==> src/rtl/inst_encoder.sv <==
// RV32 instruction encoder: packs fields plus an immediate into a 32-bit word
// through a two-stage valid/ready pipeline and flags unrepresentable immediates.
package rv32_pkg;
  typedef enum logic [2:0] {
    Imm_I = 3'd0,
    Imm_S = 3'd1,
    Imm_B = 3'd2,
    Imm_U = 3'd3,
    Imm_J = 3'd4,
    Imm_R = 3'd5
  } ImmSel_t;
endpackage

module inst_encoder (
  input  logic                 clk,
  input  logic                 rst_n,
  input  logic                 in_valid,
  output logic                 in_ready,
  input  rv32_pkg::ImmSel_t    imm_sel,
  input  logic [31:0]          imm,
  input  logic [6:0]           opcode,
  input  logic [4:0]           rd,
  input  logic [4:0]           rs1,
  input  logic [4:0]           rs2,
  input  logic [2:0]           funct3,
  input  logic [6:0]           funct7,
  output logic                 out_valid,
  input  logic                 out_ready,
  output logic [31:0]          inst,
  output logic                 out_err,
  output logic [7:0]           err_cnt
);
  import rv32_pkg::*;

  logic        s1_valid_r;
  logic [31:0] s1_inst_r;
  logic        s1_err_r;
  logic        s2_adv_s;
  logic        in_xfer_s;
  logic        out_xfer_s;
  logic [32:0] enc_s;

  // True when every bit of the vector agrees with its top bit (fits as signed).
  function automatic logic all_eq21(input logic [20:0] v);
    return (&v) || (~|v);
  endfunction

  function automatic logic all_eq20(input logic [19:0] v);
    return (&v) || (~|v);
  endfunction

  function automatic logic all_eq12(input logic [11:0] v);
    return (&v) || (~|v);
  endfunction

  // Returns {err, inst}; on error the truncated encoding is still produced.
  function automatic logic [32:0] encode(
    input ImmSel_t     sel,
    input logic [31:0] im,
    input logic [6:0]  op,
    input logic [4:0]  d,
    input logic [4:0]  s1,
    input logic [4:0]  s2,
    input logic [2:0]  f3,
    input logic [6:0]  f7
  );
    logic [31:0] w;
    logic        e;
    case (sel)
      Imm_I: begin
        w = {im[11:0], s1, f3, d, op};
        e = !all_eq21(im[31:11]);
      end
      Imm_S: begin
        w = {im[11:5], s2, s1, f3, im[4:0], op};
        e = !all_eq21(im[31:11]);
      end
      Imm_B: begin
        w = {im[12], im[10:5], s2, s1, f3, im[4:1], im[11], op};
        e = !all_eq20(im[31:12]) || im[0];
      end
      Imm_U: begin
        w = {im[31:12], d, op};
        e = |im[11:0];
      end
      Imm_J: begin
        w = {im[20], im[10:1], im[11], im[19:12], d, op};
        e = !all_eq12(im[31:20]) || im[0];
      end
      default: begin
        w = {f7, s2, s1, f3, d, op};
        e = 1'b0;
      end
    endcase
    return {e, w};
  endfunction

  // Handshake: output stage frees up when empty or drained this cycle.
  always_comb begin
    s2_adv_s   = !out_valid || out_ready;
    in_ready   = !s1_valid_r || s2_adv_s;
    in_xfer_s  = in_valid && in_ready;
    out_xfer_s = out_valid && out_ready;
    enc_s      = encode(imm_sel, imm, opcode, rd, rs1, rs2, funct3, funct7);
  end

  // Stage 1: encode and range-check on input transfer.
  always_ff @(posedge clk or negedge rst_n) begin
    if (!rst_n) begin
      s1_valid_r <= 1'b0;
      s1_inst_r  <= 32'd0;
      s1_err_r   <= 1'b0;
    end else if (in_ready) begin
      s1_valid_r <= in_valid;
      if (in_xfer_s) begin
        s1_inst_r <= enc_s[31:0];
        s1_err_r  <= enc_s[32];
      end else begin
        s1_inst_r <= s1_inst_r;
        s1_err_r  <= s1_err_r;
      end
    end else begin
      s1_valid_r <= s1_valid_r;
    end
  end

  // Stage 2: output register, holds while the consumer stalls.
  always_ff @(posedge clk or negedge rst_n) begin
    if (!rst_n) begin
      out_valid <= 1'b0;
      inst      <= 32'd0;
      out_err   <= 1'b0;
    end else if (s2_adv_s) begin
      out_valid <= s1_valid_r;
      if (s1_valid_r) begin
        inst    <= s1_inst_r;
        out_err <= s1_err_r;
      end else begin
        inst    <= inst;
        out_err <= out_err;
      end
    end else begin
      out_valid <= out_valid;
    end
  end

  // Saturating count of errored output transfers.
  always_ff @(posedge clk or negedge rst_n) begin
    if (!rst_n) begin
      err_cnt <= 8'd0;
    end else if (out_xfer_s && out_err && (err_cnt != 8'd255)) begin
      err_cnt <= err_cnt + 8'd1;
    end else begin
      err_cnt <= err_cnt;
    end
  end
endmodule

==> config.mk <==
export PLATFORM = sky130hd
export DESIGN_NAME = inst_encoder
export DESIGN_NICKNAME = d
export VERILOG_FILES = /design/src/rtl/inst_encoder.sv
export SDC_FILE = /design/constraint.sdc
export NUM_CORES = 1
export LEC_CHECK = 0
export CORE_UTILIZATION = 60
export DETAILED_ROUTE_END_ITERATION = 8
export DONT_BUFFER_PORTS = 1
export HOLD_SLACK_MARGIN = 0.1
export PLACE_DENSITY = 0.85
export RECOVER_POWER = 50
export SLEW_MARGIN = 30
export SYNTH_ARGS = -nofsm -noshare
export SYNTH_HDL_FRONTEND = slang
export SYNTH_SLANG_ARGS = --single-unit
==> constraint.sdc <==
create_clock -name clk -period 2.01 [get_ports clk]
set_clock_uncertainty 0.15 [all_clocks]
set_input_delay 0.1005 -clock clk [delete_from_list [all_inputs] [get_ports clk]]
set_output_delay 0.1005 -clock clk [all_outputs]
set_load 0.005 [all_outputs]
==> results_dict.tcl <==
set metrics [dict create \
    wire_per_inst_um 21.2 \
    htree_levels 3 \
    rows 27 \
    num_vias 2940 \
    synth_top_cells_by_area "dfrtp_1, mux2_2, mux2i_1" \
    fmax_ghz 0.496 \
    worst-setup-path-type "primary input to flop" \
    synth_largest_area_cell "dfrtp_1" \
    crit_chain "dlygate4sd3_1 -> nand4_1 -> nor2_1 -> nand3_1 -> dlygate4sd3_1 -> a211oi_2 -> a21oi_1" \
    period_minus_slack_ps 2010 \
    yosysTopAreaCellShare 0.543 \
    path_max_fanout 2 \
    hold_violations 76 \
    area_delta_synth_final_pct 30.4 \
    critical_path_depth 7 \
    numCtsBuffers 9 \
    worst_slack_ps -4.30 \
    synth-seq-cells 76 \
    wl_met2_um 4900 \
    root_buffer "clkbuf_8" \
    cts_buffer_depth 2 \
    avgSynthCellArea_um2 11.6 \
    seq_area_frac_synth 0.543 \
    overflow 0 \
    crit_family "buffers and inverters" \
    critPathLaunchType "primary input" \
    ios 114 \
    drv_slew 0 \
    status "finished with violations" \
    grt_max_degree 77 \
    drt-initial-drc-count 199 \
    die_area_mm2 0.00615 \
    worstRegToRegCells 5 \
    synth_edf_count 0 \
    cts_tree "built" \
    antenna_found_initial 0 \
    synthArstFlopShare 1.00 \
    postCtsHoldBufs 77 \
    vdd_drop_max_mv 0.598 \
    synth_area_mm2 0.00350 \
    worst_ep_required_time_ps 2080 \
    first_pass_iters 5 \
    grt_pass1_wl_um 15500 \
    syn_nets 373 \
    antenna_cells 0 \
    ys_types 44 \
    met3WireLength_um 909 \
    highest-signal-layer "met4" \
    wl_met1_um 3410 \
    vias_per_cell 6.43 \
    end_kind "flop" \
    dp_hpwl_um 5560 \
    layout.nets 453 \
    synth_most_common_cell "dfrtp_1" \
    io_buffers 0 \
    track_usage 0.338 \
    period_share 1.00 \
    drt-total-wl_um 9680 \
    setup-tns-final_ps -4.30 \
    crit_top_cell "dlygate4sd3_1" \
    holdWs_ps -702 \
    synthFlopType "dfrtp_1" \
    drtAntennaViolNets 0 \
    power.leakage_nw 1.98 \
    final_util 0.819 \
    setup_violations 1 \
    synth_warnings 0 \
    die_h_um 78.4 \
    critPathSlowestCell "dlygate4sd3_1" \
    cts.sink_count 76 \
    drc_errors 0 \
    core_mm2 0.00557 \
    place_congestion 0.827 \
    max_slew_margin 0.656 \
    synthTopCellsByCount "dfrtp_1, mux2_2, nand2_1" \
    dieWidth_um 78.4 \
    power.density_mw_per_mm2 857 \
    clk_pin_slew_ps 80 \
    clk_latency_ps 330 \
    hold_path_class "primary input to async pin" \
    slowest_delay_ps 610 \
    syn_inst 301 \
    first_global_vias 3149 \
    violations "negative hold slack, negative setup slack" \
    path_buf_inv 2 \
    cp.arrival_ps 2080 \
    drive_above_1_share 0.195 \
    start_util 0.628 \
    max-cap-violations 0 \
    tightest_slew_ps 512 \
]
==> power by group <==
group          leakage, nW  switching, mW  internal (mW)
combinational        0.975          0.296          0.459
clock               0.0852          0.542          0.474
sequential           0.924          0.277           1.86
==> worst reg2reg max path, stage by stage, from the launching register on <==
cell and delay (ps):
dfrtp_1 450, ha_1 270, and2_1 180, a31oi_2 210, buf_4 170, mux2_2 320
==> per-stage QoR <==
step | cell area [um2] | setup slack [ps] | cells | total power [mW]
after floorplan | 3500 | 205 | 301 | 2.56
after global placement | 3610 | 260 | 365 | 2.69
after detailed placement | 3610 | 152 | 365 | 2.74
after CTS | 4550 | 138 | 457 | 3.90
after global routing | 4570 | -61.7 | 457 | 4.11
final | 4570 | -4.30 | 457 | 3.91
==> cell usage in the layout, fill, tap and decap left out, drive strengths merged, types with 7 or more instances in the layout <==
cell type / Yosys / final
nor2: 18 / 18
dlygate4sd3: 0 / 77
mux2: 45 / 45
clkbuf: 5 / 11
o31ai: 7 / 7
nand4: 7 / 7
nand2: 31 / 31
o21ai: 19 / 19
mux2i: 16 / 16
dfrtp: 76 / 76
a21oi: 8 / 8
o22ai: 9 / 9
==> layout make-up <==
type | instances | area (um2)
Sequential cell | 76 | 1900
Clock inverter | 4 | 26.3
Tap cell | 72 | 90.1
Inverter | 3 | 11.3
Timing Repair Buffer | 83 | 853
Multi-Input combinational cell | 208 | 1540
Fill cell | 312 | 1010
Clock buffer | 11 | 141
==> flip-flops by register name, indices dropped and copies added (netlist names) <==
signal      count
inst           32
s1_inst_r      32
err_cnt         8
out_err         1
out_valid       1
s1_err_r        1
s1_valid_r      1
==> cells by family after synthesis <==
group | share of synthesized area
AND/OR/NAND/NOR | 0.119
flip-flops | 0.543
multiplexers | 0.190
AO/OA/AOI/OAI | 0.101
buffers and inverters | 0.0229
XOR/XNOR | 0.0200
adder cells (fa/ha/maj) | 0.00357
==> worst paths after layout <==
path	startpoint	to	slack, ps
setup / recovery	imm[18]	s1_err_r	-4
hold / removal	rst_n	err_cnt[4]	-700
setup reg to reg	err_cnt[0]	err_cnt[1]	150
hold reg to reg	s1_inst_r[15]	s1_inst_r[15]	330
max in group asynchronous	rst_n	inst[21]	2300
min in group clk	in_valid	s1_inst_r[7]	180
==> routing by layer <==
metal / track usage / vias up
met1: 0.375 / 1417
met5: 0 / -
met3: 0.0953 / 55
met2: 0.570 / 213
li1: - / 1255
met4: 0.215 / 0
==> timing repair <==
item / in CTS / in global routing
buffers inserted: 0 / 0
setup endpoints to repair: 0 / 4
gates resized for setup: 0 / 3
hold endpoints to repair: 115 / 76
No activity file was read; power rests on OpenSTA's default activity.
